==> config.mk <==
export PLATFORM = sky130hd
export DESIGN_NAME = ps2_keycode
export DESIGN_NICKNAME = d
export VERILOG_FILES = /design/src/rtl/ps2_keycode.sv
export SDC_FILE = /design/constraint.sdc
export NUM_CORES = 1
export LEC_CHECK = 0
export ABC_AREA = 1
export BUFFER_PORTS_ARGS = -buffer_cell sky130_fd_sc_hd__buf_2
export CORE_MARGIN = 1
export CORE_UTILIZATION = 61
export DETAILED_ROUTE_END_ITERATION = 16
export PLACE_DENSITY = 0.81
export RECOVER_POWER = 100
export SLEW_MARGIN = 20
export SYNTH_ARGS = -nofsm -noshare
export SYNTH_HDL_FRONTEND = slang
export SYNTH_SLANG_ARGS = --single-unit
==> constraint.sdc <==
create_clock -name Clk -period 2.8 [get_ports Clk]
set_input_delay 0.28 -clock Clk [delete_from_list [all_inputs] [get_ports Clk]]
set_output_delay 0.28 -clock Clk [all_outputs]
set_load 0.03 [all_outputs]
==> src/rtl/ps2_keycode.sv <==
// PS/2 keyboard receiver: synchronizes and filters the PS/2 lines, frames 11-bit packets,
// and maps a small set of set-2 scan codes to a held HID usage code.
module ps2_keycode #(
  parameter int unsigned TIMEOUT_CYCLES = 50000,
  parameter int unsigned FILT_LEN       = 4
) (
  input  logic       Clk,
  input  logic       Reset,
  input  logic       PS2_CLK,
  input  logic       PS2_DAT,
  output logic [7:0] keycode,
  output logic       key_valid,
  output logic       frame_err
);

  localparam int unsigned FW = $clog2(FILT_LEN + 1);
  localparam int unsigned TW = $clog2(TIMEOUT_CYCLES + 1);
  localparam logic [FW-1:0] FiltMax = FW'(FILT_LEN - 1);
  localparam logic [TW-1:0] ToMax   = TW'(TIMEOUT_CYCLES - 1);
  localparam logic [TW-1:0] ToSat   = TW'(TIMEOUT_CYCLES);

  typedef enum logic [1:0] {StIdle, StData, StParity, StStop} state_e;

  logic          r_clk_s1, r_clk_s2;
  logic          r_dat_s1, r_dat_s2;
  logic          r_filt, r_filt_d;
  logic [FW-1:0] r_filt_cnt;
  state_e        r_state;
  logic [2:0]    r_bit_cnt;
  logic [7:0]    r_shift;
  logic          r_parity;
  logic [TW-1:0] r_to_cnt;
  logic          r_e0, r_f0;
  logic [7:0]    r_keycode;
  logic          r_key_valid;
  logic          r_frame_err;

  logic       w_bit_edge;
  logic       w_byte_ok;
  logic [7:0] w_mapped;
  logic [7:0] w_next_key;

  function automatic logic [7:0] map_code(input logic i_ext, input logic [7:0] i_code);
    logic [7:0] w_usage;
    w_usage = 8'h00;
    if (!i_ext) begin
      case (i_code)
        8'h1D:   w_usage = 8'h1A;
        8'h1C:   w_usage = 8'h04;
        8'h1B:   w_usage = 8'h16;
        8'h23:   w_usage = 8'h07;
        8'h29:   w_usage = 8'h2C;
        8'h5A:   w_usage = 8'h28;
        default: w_usage = 8'h00;
      endcase
    end else begin
      case (i_code)
        8'h75:   w_usage = 8'h52;
        8'h72:   w_usage = 8'h51;
        8'h6B:   w_usage = 8'h50;
        8'h74:   w_usage = 8'h4F;
        default: w_usage = 8'h00;
      endcase
    end
    return w_usage;
  endfunction

  always_ff @(posedge Clk or negedge Reset) begin
    if (!Reset) begin
      r_clk_s1   <= 1'b1;
      r_clk_s2   <= 1'b1;
      r_dat_s1   <= 1'b1;
      r_dat_s2   <= 1'b1;
      r_filt     <= 1'b1;
      r_filt_d   <= 1'b1;
      r_filt_cnt <= '0;
    end else begin
      r_clk_s1 <= PS2_CLK;
      r_clk_s2 <= r_clk_s1;
      r_dat_s1 <= PS2_DAT;
      r_dat_s2 <= r_dat_s1;
      r_filt_d <= r_filt;
      // Level flips only after FILT_LEN consecutive samples disagree with it.
      if (r_clk_s2 == r_filt) begin
        r_filt_cnt <= '0;
      end else if (r_filt_cnt == FiltMax) begin
        r_filt     <= r_clk_s2;
        r_filt_cnt <= '0;
      end else begin
        r_filt_cnt <= r_filt_cnt + FW'(1);
      end
    end
  end

  assign w_bit_edge = r_filt_d & ~r_filt;
  assign w_byte_ok  = (^{r_shift, r_parity}) & r_dat_s2;
  assign w_mapped   = map_code(r_e0, r_shift);

  always_comb begin
    w_next_key = r_keycode;
    if (w_mapped != 8'h00) begin
      if (!r_f0) begin
        w_next_key = w_mapped;
      end else if (w_mapped == r_keycode) begin
        w_next_key = 8'h00;
      end
    end
  end

  always_ff @(posedge Clk or negedge Reset) begin
    if (!Reset) begin
      r_state     <= StIdle;
      r_bit_cnt   <= '0;
      r_shift     <= 8'h00;
      r_parity    <= 1'b0;
      r_to_cnt    <= '0;
      r_e0        <= 1'b0;
      r_f0        <= 1'b0;
      r_keycode   <= 8'h00;
      r_key_valid <= 1'b0;
      r_frame_err <= 1'b0;
    end else begin
      r_key_valid <= 1'b0;
      r_frame_err <= 1'b0;

      if (w_bit_edge) begin
        r_to_cnt <= '0;
      end else if (r_to_cnt != ToSat) begin
        r_to_cnt <= r_to_cnt + TW'(1);
      end

      case (r_state)
        StIdle: begin
          if (w_bit_edge) begin
            if (!r_dat_s2) begin
              r_state   <= StData;
              r_bit_cnt <= '0;
            end else begin
              r_frame_err <= 1'b1;
            end
          end
        end
        StData: begin
          if (w_bit_edge) begin
            r_shift   <= {r_dat_s2, r_shift[7:1]};
            r_bit_cnt <= r_bit_cnt + 3'd1;
            if (r_bit_cnt == 3'd7) begin
              r_state <= StParity;
            end
          end
        end
        StParity: begin
          if (w_bit_edge) begin
            r_parity <= r_dat_s2;
            r_state  <= StStop;
          end
        end
        StStop: begin
          if (w_bit_edge) begin
            r_state <= StIdle;
            if (!w_byte_ok) begin
              r_frame_err <= 1'b1;
            end else if (r_shift == 8'hE0) begin
              r_e0 <= 1'b1;
            end else if (r_shift == 8'hF0) begin
              r_f0 <= 1'b1;
            end else begin
              r_keycode   <= w_next_key;
              r_key_valid <= (w_next_key != r_keycode);
              r_e0        <= 1'b0;
              r_f0        <= 1'b0;
            end
          end
        end
        default: r_state <= StIdle;
      endcase

      // A stalled partial frame is abandoned along with any pending prefix.
      if ((r_state != StIdle) && !w_bit_edge && (r_to_cnt == ToMax)) begin
        r_state     <= StIdle;
        r_frame_err <= 1'b1;
        r_e0        <= 1'b0;
        r_f0        <= 1'b0;
      end
    end
  end

  assign keycode   = r_keycode;
  assign key_valid = r_key_valid;
  assign frame_err = r_frame_err;

endmodule

; ---- Word-level counts from Yosys, hierarchy flattened
; Index checks and enable logic that the tools add are counted.
[op_classes]
n_addsub = 3
n_mul = 0
div_mod_pow = 0
order_cmp = 0
eq_ne = 33
n_shift = 0
muxes = 45
bitwise_logic = 6
reduce_logical = 20
[ops]
columns = cell, count
row1 = "8-bit by 7-bit equality test with 1-bit output, second input constant", 5
row2 = 6-bit one-hot mux with 6 select lines, 1
row3 = 16-bit 2-to-1 mux, 2
row4 = 8-bit 2-to-1 mux, 4
row5 = 7-bit one-hot mux with 4 select lines, 1
row6 = "8-bit by 5-bit equality test with 1-bit output, second input constant", 3
row7 = 1-bit 2-to-1 mux, 22
row8 = "3-bit inequality test, second input constant", 6
row9 = "16-bit by 1-bit adder with 16-bit output, second input constant", 1
row10 = "16-bit equality test, second input constant", 1
row11 = "8-bit by 6-bit equality test with 1-bit output, second input constant", 2
row12 = "8-bit equality test, second input constant", 2
row13 = "16-bit inequality test, second input constant", 1
row14 = 3-bit 2-to-1 mux, 5
row15 = 2-bit 2-to-1 mux, 7
row16 = 4-bit AND reduction, 3
row17 = 2-bit nonzero test, 6
row18 = 9-bit XOR reduction, 1
row19 = 8-bit equality test, 1
row20 = 8-bit inequality test, 1
row21 = 2-bit one-hot mux with 4 select lines, 1
row22 = 8-bit nonzero test, 1
row23 = "3-bit by 1-bit adder with 3-bit output, second input constant", 2
row24 = "2-bit inequality test, second input constant", 3
row25 = other kinds (17), 25
[word_totals]
ff_bits = 51
latch_bits = 0
ram_bits = 0
mem_bits_ro = 0
input_bits = 4
out_inout_bits = 10
wordCells = 124
n_memories = 0

; ---- Logic depth before layout (Yosys ltp)
; Gate-level depths: netlist of run 1.
[depth]
word_depth = 13
mapped_depth = 19
mapped_depth_nobuf = 19

; ---- Worst setup path after synthesis of run 1
; Ideal clock, no wire load.
[synth_timing]
kind = reg2reg
startpoint = register r_shift[1]
endpoint = register r_key_valid (netlist: key_valid)
setup_time_ns = 0.077
t_arrival_ns = 1.839
setup_slack_ns = 0.884
path_stages_with_launch = 20
path_buffers = 0
cell_sequence = dfrtp_1 > inv_2 > nand2_1 > nor2_2 > nand2_2 > nand2_1 > nand2_1 > nand2_1 > nand2_1 > inv_1 > nand3_1 > nor2_2 > nand3_2 > nand2_4 > nand3_1 > nand2_1 > inv_1 > nand2_1 > nor2_1 > a21oi_1
[synth_between]
elab_chain_len = 13
[synth_rtl]
columns = element, line
row1 = start: declaration, 30  ; logic [7:0] r_shift;
row2 = start signal: assignment, 145  ; r_shift <= {r_dat_s2, r_shift[7:1]};
row3 = "8-bit by 7-bit equality test with 1-bit output, or another cell as far along", 47  ; case (i_code)
row4 = 6-bit one-hot mux with 6 select lines / 7-bit one-hot mux with 4 select lines (equally long branches), "47, 57"
row5 = 8-bit 2-to-1 mux, 46  ; if (!i_ext) begin
row6 = 8-bit equality test, 104  ; end else if (w_mapped == r_keycode) begin
row7 = 8-bit 2-to-1 mux, 104
row8 = 8-bit 2-to-1 mux, 102  ; if (!r_f0) begin
row9 = 8-bit 2-to-1 mux, 101  ; if (w_mapped != 8'h00) begin
row10 = 8-bit inequality test, 169  ; r_key_valid <= (w_next_key != r_keycode);
row11 = 1-bit 2-to-1 mux, 165  ; end else if (r_shift == 8'hF0) begin
row12 = 1-bit 2-to-1 mux, 163  ; end else if (r_shift == 8'hE0) begin
row13 = 1-bit 2-to-1 mux *, 161  ; if (!w_byte_ok) begin
row14 = 1-bit 2-to-1 mux *, 159  ; if (w_bit_edge) begin
row15 = 1-bit 2-to-1 mux *, 132  ; case (r_state)
row16 = end signal: assignment, 169
row17 = end: declaration, 35  ; logic r_key_valid;
; Mark *: on every way between the ends. The rest lies on a longest branch, timed or not.
; A chain may end at the register's enable or synchronous reset.

; ---- Final worst setup path of run 1
[layout_timing]
startpoint = register r_to_cnt[2]
endpoint = register r_to_cnt[15]
[layout_between]
elab_chain_len = 3
[layout_rtl]
columns = element, line
row1 = start: declaration, 32  ; logic [TW-1:0] r_to_cnt;
row2 = start signal: assignment, 129  ; r_to_cnt <= r_to_cnt + TW'(1);
row3 = 16-bit by 1-bit adder with 16-bit output, 129
row4 = 16-bit 2-to-1 mux, 128  ; end else if (r_to_cnt != ToSat) begin
row5 = 16-bit 2-to-1 mux, 126  ; if (w_bit_edge) begin
; Parallel ways exist; a longest one is shown, timed or not. The select of a mux whose other input is x is not followed.

==> metrics, run 1 <==
Fin Setup TNS 0 ps; Worst Min Path Start PS2_CLK; clk slew on worst S/H paths ~100 ps; Final setup viols 0; post_cts resized 0; initial antenna violation count 0; non-filler cells, final about 480; Final Total Pwr between 3 and 4 mW; #FFs+latches synth roughly 50; initial core utilization 0.642; worst vdd ir ~0.41 mV; RSZ-0062 raised after global routing false; worst path cell trace inv_1 -> nor3_1 -> inv_1 -> nor2_1 -> nand2_1 -> nor2_1 -> nand4_1 -> nor3_1 -> nand3_1 -> inv_1 -> nand3_1 -> nand2_1 -> nor2_1; FF-to-FF setup slack around 460 ps; CP Launch Type register; Post-Syn Area ~3100 um^2; drt wl/cell between 10 and 15 um; # clock sinks 51; CTS H-tree lvls 2; post-synthesis sequential area ratio 0.418; DIE AREA approximately 5300 um^2; worst slew pin tran between 1000 and 1500 ps; vias in the first global route 2500; slowest CP cell dfrtp_1; Vias/cell around 5.7; core area between 4000 and 5000 um^2; Synth area leaders dfrtp_1, nand2_1, nand3_1; largest net degree at the start of global routing 52; number of CTS-inserted buffers 5; GRT Total Usage 0.270; Slew headroom 0.157; Post-CTS Hold Buffers 0; Hold Path Class in2reg; count of different cell masters after synthesis 42; CP endpoint kind register; initial DRC count 206; commonest cells after routing, fill and taps aside nand2_1, inv_1, dfrtp_1; Final Routed Wirelength approximately 6.5 mm; CTS tree done; peak per-stage delay on the critical path around 400 ps; Max Freq 428 MHz; period utilization 0.835; fin. max-slew vios 0; Clock Tree Buf Depth 2; PortBufs 13; final clock skew approximately 14 ps; status completed; syn nets around 400; met2 GRT Util 0.447; io pins 14; Area Overhead vs Synth 7.33%; pwr dens between 900 and 1000 nW/um^2; Static Leak between 1.5 and 2 nW; Synth Warn # 0; worst r2r src r_to_cnt[2]; Avg Inst Size Synth 7.70 um^2; dpl cells 476; Critical Path Source r_to_cnt[2]; Remaining DRCs 0; Setup Fix Bufs, Post-CTS 0; fin nets roughly 430; GRT busiest layer met2; DP HPWL ~4.5 mm; layout cells sized above 1 0.101; antenna-violating nets left 0; Cells after Synth between 300 and 400; Yosys top cell by area dfrtp_1; Die Wd ~73 um; routing usage on met1 0.348; max cap viols 0; Die H about 73 um; Post-synth ARST share 1.00; later-pin clock latency in the skew report about 320 ps; Fin. Hold Viols 0; CP arrival 2550 ps; GR Util met3 0.0483; router iterations before antenna repair 5; total number of vias 2755; Placer Congestion around 0.96; clock root buffer clkbuf_8; first-pass GRT wire length around 11 mm; Main synth FF type dfrtp_1; crit-path max FO 5; share of the synthesized area in the top cell type 0.367; critical path type reg2reg; Post-synth EDFFs 0; std cell rows 25; Diodes inserted 0; WP data required 3020 ps; gr ovfl total 0; Fill cells 382; Final min period 2340 ps; most common cell after layout, fill and taps aside nand2_1
-- final timing paths --
kind	end	cells past startpoint
min in group asynchronous	r_to_cnt[12]	1
max reg2reg	r_to_cnt[15]	13
max	r_to_cnt[15]	13
min reg2reg	r_clk_s2	0
max in group asynchronous	r_dat_s1	2
min	r_clk_s1	1
-- layout make-up --
type                            count  area, um^2  share of cell area
Inverter                           55         206              0.0626
Tap cell                           67        83.8              0.0254
Clock inverter                      2        38.8              0.0118
Timing Repair Buffer               16        68.8              0.0209
Sequential cell                    51        1280               0.389
Clock buffer                        6        82.6              0.0250
Multi-Input combinational cell    287        1530               0.465
-- metal layers --
layer  vias to the layer above  part of all wire
met5                         -                 0
met4                         0             0.030
met3                        24             0.040
met2                        76              0.49
met1                      1305              0.44
li1                       1350                 -
-- worst max-delay path: cells and delay by family (launching register included) --
kind	cells	cell delay, ps
flip-flops	1	400
AND/OR/NAND/NOR	10	1600
buffers and inverters	3	240
-- through the flow --
stage | area, um^2 | utilization | hold slack (ps) | worst slack [ps]
6_report | 3300 | 0.689 | 46.7 | 463
5_1_grt | 3300 | 0.689 | 37.5 | 139
4_1_cts | 3330 | 0.696 | 39.3 | 525
3_5_place_dp | 3210 | 0.671 | 347 | 559
3_3_place_gp | 3210 | 0.671 | 347 | 567
2_1_floorplan | 3070 | - | -15.6 | 884
-- sequential cells by signal (all words and copies together), names as in the netlist --
name,cells
r_clk_s1,1
r_clk_s2,1
keycode,8
r_dat_s2,1
r_to_cnt,16
r_parity,1
r_bit_cnt,3
frame_err,1
r_state,2
key_valid,1
r_filt,1
r_shift,8
r_f0,1
r_dat_s1,1
r_filt_cnt,3
r_filt_d,1
r_e0,1
-- power breakdown --
part / internal, mW / switching [mW] / total [mW]
registers: 0.912 / 0.169 / 1.08
clock network: 0.294 / 0.262 / 0.556
logic: 0.463 / 0.941 / 1.40
-- kinds of logic (layout without fill, tap and decap cells) --
logic type,count (synthesis),after routing,synth area share
xor gates and xnor gates,8,8,0.0228
and+or+nand+nor,203,203,0.309
adders and majority gates,9,9,0.0367
DFF,51,51,0.418
muxes,2,2,0.00733
buffers and inverters,61,79,0.0782
AOI/OAI and AO/OA,65,65,0.128
-- synth_stat cells (2+ instances only) --
library cell and instances:
nand4_1 5, mux2_2 2, inv_1 51, nand2_2 6, ha_1 9, o211ai_1 3
nand3_1 40, nand2_1 92, nand3_2 2, nor2_2 5, nor3_1 9, o21ai_2 2
clkbuf_1 5, dfstp_2 6, inv_2 4, o21ai_0 33, a21oi_1 15, o22ai_1 2
nor4_1 4, dfrtp_1 45, xnor2_1 4, nand3b_1 2, nor3b_1 2, nor2_1 29
xor2_1 4, a32o_1 2
Power figures use the tool's default switching activity.
==> run 2, diff against run 1 <==
Settings changed: ABC_AREA 1 to 0.
Clock period 2.8 ns to 2.2 ns, I/O delays scaled along.
==> run 2 against run 1 <==
The run now ends with negative setup slack left. Setup slack got worse by 820 ps. Sequential power increased by 26%. Global-route usage grew 0.89 points. Synthesized cell count fell by 27%. Cell count is 16% lower. First-iteration DRC count fell by 13%. Hold slack better by 190 ps. Register-to-register slack got worse by 820 ps. Clock skew fell by 3.3 ps. Die area down 3.5%. Clock-buffer cell count is the same. Critical path type unchanged. Largest cell class unchanged. Largest power group unchanged. Highest routed layer unchanged.
==> metrics, run 2 <==
total number of vias 2469; initial antenna violation count 0; clock root buffer clkbuf_8; number of CTS-inserted buffers 5; CP endpoint kind register; Final min period approximately 2600 ps; pre-CTS setup slack -321 ps; Cells after Synth a little under 300; Yosys top cell by area dfrtp_1; largest register by flop count r_to_cnt; period utilization 1.16; Critical Path Source r_shift[1]; Slew headroom 0.187; std cell rows 24; Final setup viols 9; Fin. Hold Viols 0; Metal-1 WL 3.02 mm; Avg Inst Size Synth 10.1 um^2; initial core utilization 0.657; #FFs+latches synth 51; later-pin clock latency in the skew report between 300 and 400 ps; non-filler cells, final 405; worst vdd ir 0.832 mV; Main synth FF type dfrtp_1; max cap viols 0; Placer Congestion about 0.92; peak per-stage delay on the critical path 480 ps; core area 4500 um^2; largest net degree at the start of global routing 52; Die Wd 71.7 um; WP data required roughly 2400 ps; Clock Tree Buf Depth 2; Vias/cell around 6; commonest cells after routing, fill and taps aside buf_4, dfrtp_1, nand2_1, nor2_1, inv_1; Top Metal Used met4; Post-synth EDFFs 0; drt wl/cell roughly 17 um; layout cells sized above 1 0.306; Hold Path Class in2async; dpl cells 389; Post-synth ARST share 1.00; DIE AREA around 5000 um^2; # clock sinks 51; final clock skew 10.8 ps; vias in the first global route between 2000 and 2500; pwr dens slightly below 1000 nW/um^2; first-pass GRT wire length 11.2 mm; Max Freq a little under 400 MHz; routed length on met3 282 um; fin. max-slew vios 0; count of different cell masters after synthesis between 60 and 70; worst path cell trace or3b_2 -> and2_1 -> o22a_1 -> buf_4 -> o21ai_0 -> a32oi_1 -> a2111oi_2 -> o311ai_2; PortBufs 13; DP HPWL roughly 4.5 mm; WL met2 roughly 3.3 mm; GRT Total Usage 0.279; Static Leak between 1.5 and 2 nW; initial DRC count 179; RSZ-0062 raised after global routing true; Area Overhead vs Synth 21.3%; crit-path max FO 8; Final Util 0.798; CTS H-tree lvls 2; Final Routed Wirelength between 6 and 7 mm; CTS tree done; status complete, but fails checks; post-synthesis sequential area ratio 0.434; max reg flops 16; failing checks negative setup slack; Synth Warn # 0; CP Launch Type register; Final Total Pwr roughly 3.6 mW; slowest CP cell or3b_2; antenna-violating nets left 0; worst slew pin tran roughly 1200 ps; Die H roughly 72 um; Post-Syn Area about 3000 um^2; share of the synthesized area in the top cell type 0.380; worst r2r src r_shift[1]; Diodes inserted 0; router iterations before antenna repair 5; most common cell in the synthesized netlist dfrtp_1; gr ovfl total 0; io pins 14; Fin Setup TNS -2510 ps; clk slew on worst S/H paths 100 ps; commonest cells in the synthesized netlist dfrtp_1, nand2_1, nor2_1, xnor2_1, inv_1; Synth area leaders dfrtp_1, dfstp_2, xnor2_1; most common cell after layout, fill and taps aside buf_4; setup ws final -352 ps; Remaining DRCs 0; syn nets ~310; CP arrival about 2700 ps; critical path type reg2reg; fin nets roughly 370
## run 2: cell count changes after synthesis, moves of 6 or more
cell	previous run	this run
a21oi_1	15	9
and3_1	1	11
inv_1	51	15
mux2_2	2	11
nand2_1	92	24
nand2_2	6	0
nand3_1	40	12
nor2_1	29	23
o21ai_0	33	11
xnor2_1	4	18
## run 2: timing repair
item,4_1_cts,5_1_grt
gates resized for setup,13,19
endpoints found under the hold margin,0,2
buffers inserted,5,2
hold buffers,0,2
pin swaps,7,9
endpoints found under the setup margin,9,11
## run 2: critical path, delay by kind of cell, from the launching register on
kind                   cells  cell delay (ps)
AO/OA/AOI/OAI              5             1120
flip-flops                 1              460
AND/OR/NAND/NOR            2              660
buffers and inverters      1              170
## run 2: layout make-up
| type | instances | area (um^2) |
|---|---|---|
| multi-input combinational | 217 | 1680 |
| sequential | 51 | 1290 |
| fill | 285 | 912 |
| timing repair buffer | 62 | 419 |
| clock buffer | 6 | 72.6 |
| tap | 52 | 65.1 |
| inverter | 15 | 56.3 |
| clock inverter | 2 | 13.8 |
## run 2: where the power goes
group | internal, mW | switching (mW) | total [mW] | leakage (nW)
Combinational | 0.817 | 0.857 | 1.67 | 1.00
Clock | 0.225 | 0.312 | 0.537 | 0.0452
Sequential | 1.15 | 0.211 | 1.36 | 0.663
Total | 2.19 | 1.38 | 3.57 | 1.71
## run 2: logic make-up after synthesis
family,after synthesis,share of synthesized area
xor+xnor,27,0.0845
buf+inv,25,0.0389
fa+ha+maj,9,0.0380
compound gates,51,0.131
simple gates,119,0.232
mux,11,0.0418
flops,51,0.434
## run 2: metal layers
metal | track usage | vias to the layer above
met4 | 0.122 | 0
met5 | 0 | -
met2 | 0.470 | 81
met3 | 0.0422 | 26
met1 | 0.360 | 1194
li1 | - | 1168
## run 2: path summary, 6_finish.rpt
| check | end | slack, ps | cells past startpoint |
|---|---|---|---|
| worst max-delay path | key_valid | -350 | 8 |
| worst min-delay path | keycode[2] | 240 | 2 |
| worst max register to register | key_valid | -350 | 8 |
| worst min register to register | r_clk_s2 | 360 | 0 |
| max in group asynchronous | r_shift[6] | 1120 | 2 |
| min in group Clk | r_clk_s2 | 360 | 0 |
## run 2: through the flow
step	cell area [um^2]	hold slack, ps
2_1_floorplan	2970	-75.6
3_3_place_gp	3340	325
3_5_place_dp	3340	326
4_1_cts	3510	1.13
5_1_grt	3590	364
6_report	3590	239
==> run 3, diff against run 2 <==
--- a/config.mk
+++ b/config.mk
@@ -7,5 +7,5 @@
 export LEC_CHECK = 0
 export ABC_AREA = 0
-export BUFFER_PORTS_ARGS = -buffer_cell sky130_fd_sc_hd__buf_2
+export BUFFER_PORTS_ARGS = -buffer_cell sky130_fd_sc_hd__buf_4
 export CORE_MARGIN = 1
 export CORE_UTILIZATION = 61
==> constraint.sdc (replaced) <==
create_clock -name Clk -period 2.2 [get_ports Clk]
set_input_delay 0.33 -clock Clk [delete_from_list [all_inputs] [get_ports Clk]]
set_output_delay 0.33 -clock Clk [all_outputs]
set_load 0.03 [all_outputs]
==> run 3 against run 2 <==
The run still ends with negative setup slack left. Combinational power rose by 5%. Clock power rose by 26%. Die area did not move. Global-route usage fell by 0.28 points. Hold slack got worse by 120 ps. Cell area rose by 0.45%. Power rose by 6.4%. Critical endpoint unchanged. Highest routed layer unchanged.
==> metrics, run 3 (synthesized netlist as in run 2, its figures left out) <==
status complete, but fails checks; failing checks negative setup slack; most common cell after layout, fill and taps aside buf_4; Final min period 2590 ps; initial DRC count 190; largest net degree at the start of global routing 52; GRT Total Usage 0.277; slowest CP cell a2111oi_1; Die Wd ~72 um; fin. max-slew vios 0; Remaining DRCs 0; worst path cell trace or3b_2 -> and2_1 -> o22a_1 -> buf_4 -> o21ai_0 -> a32oi_1 -> a2111oi_1 -> o311ai_2; Area Overhead vs Synth 21.9%; CTS tree done; antenna-violating nets left 0; layout cells sized above 1 0.323; max cap viols 0; Die H around 72 um; setup ws final -392 ps; drt wl/cell around 16 um; commonest cells after routing, fill and taps aside buf_4, dfrtp_1, nor2_1; Top delay family on crit path compound AO/OA/AOI/OAI gates; pre-CTS setup slack -332 ps; Worst Path Buf+Inv 1; DIE AREA between 5000 and 6000 um^2; Fill cells roughly 270; critical path type reg2reg; Diodes inserted 0; gr ovfl total 0; DP Area around 3400 um^2; router iterations before antenna repair 4; number of CTS-inserted buffers 5; Fin. Hold Viols 0; Final Routed Wirelength 6.62 mm; crit-path max FO 7; DP HPWL 4.60 mm; Vias/cell between 5 and 6; clk slew on worst S/H paths roughly 100 ps; worst vdd ir between 0.7 and 0.8 mV; PortBufs 13; fin nets ~360; # clock sinks between 50 and 60; pwr dens 1050 nW/um^2; core area around 4500 um^2; vias in the first global route 2371; worst r2r src r_shift[1]; Placer Congestion between 0.8 and 0.9; Worst setup endpoint key_valid; WHS about 120 ps; WP depth 8; period utilization 1.18; clock root buffer clkbuf_8; max reg flops 16; Static Leak roughly 1.8 nW; CP arrival 2780 ps; final clock skew 13.1 ps; later-pin clock latency in the skew report 310 ps; Slew headroom 0.164; std cell rows 24; FF-to-FF End key_valid; Max Freq about 390 MHz; RSZ-0062 raised after global routing true; CP Launch Type register; Worst Reg-to-Reg Cells 8; peak per-stage delay on the critical path 520 ps; Critical Path Source r_shift[1]; Final Util 0.801; total number of vias 2386; initial core utilization 0.657; first-pass GRT wire length approximately 11 mm; CTS H-tree lvls 2; Worst Min Path Start PS2_CLK; initial antenna violation count 0; io pins 14; Final setup viols 9; CP endpoint kind register; FF-to-FF setup slack -390 ps; Hold Path Class in2reg; post-route design area about 3600 um^2; largest register by flop count r_to_cnt; worst slew pin tran between 1000 and 1500 ps; Clock Tree Buf Depth 2; WP data required 2390 ps
==> run 3: layer usage <==
layer	track usage	vias up	share of wire	routed length, um
met5	0	-	0	0
met4	0.0806	0	0.016	105
met3	0.0464	11	0.032	214
met2	0.480	62	0.51	3360
met1	0.357	1165	0.44	2940
li1	-	1148	-	-
==> run 3: stage by stage <==
| stage | std cells | setup TNS, ps | power (mW) |
|---|---|---|---|
| 2_1_floorplan | 293 | -1800 | 2.45 |
| 3_3_place_gp | 388 | -2380 | 2.83 |
| 3_5_place_dp | 388 | -2580 | 2.91 |
| 4_1_cts | 400 | -2100 | 3.64 |
| 5_1_grt | 402 | -3290 | 4.04 |
| 6_report | 402 | -2410 | 3.80 |
==> run 3: area by class of cell <==
type | instances | area [um^2] | area share
multi-input combinational | 217 | 1630 | 0.453
sequential | 51 | 1290 | 0.357
clock inverter | 3 | 46.3 | 0.0128
tap | 52 | 65.1 | 0.0180
timing repair buffer | 59 | 448 | 0.124
inverter | 15 | 56.3 | 0.0156
clock buffer | 5 | 68.8 | 0.0191
==> run 3: worst min-delay path by stage <==
stage,to,cells past startpoint
finish,r_clk_s1,1
floorplan,frame_err,0
global route,r_clk_s1,1
CTS,keycode[1],1
detailed placement,r_dat_s2,0
global placement,r_dat_s2,0
==> run 3: timing repair <==
action                                  in CTS  in global routing
pin swaps                                    9                  7
buffers inserted                             4                  4
resized for setup                           11                 12
endpoints found under the setup margin       9                 13
hold buffers                                 0                  0
==> run 3: worst reg2reg max path: stages, from the launching register on <==
cell	delay [ps]
dfrtp_2	470
or3b_2	480
and2_1	180
o22a_1	250
buf_4	170
o21ai_0	150
a32oi_1	100
a2111oi_1	520
o311ai_2	160
==> run 3: where the power goes <==
group          total [mW]  internal, mW  switching, mW
registers            1.37          1.15          0.218
logic                1.75         0.891          0.864
clock network       0.675         0.343          0.332
total                3.80          2.39           1.41
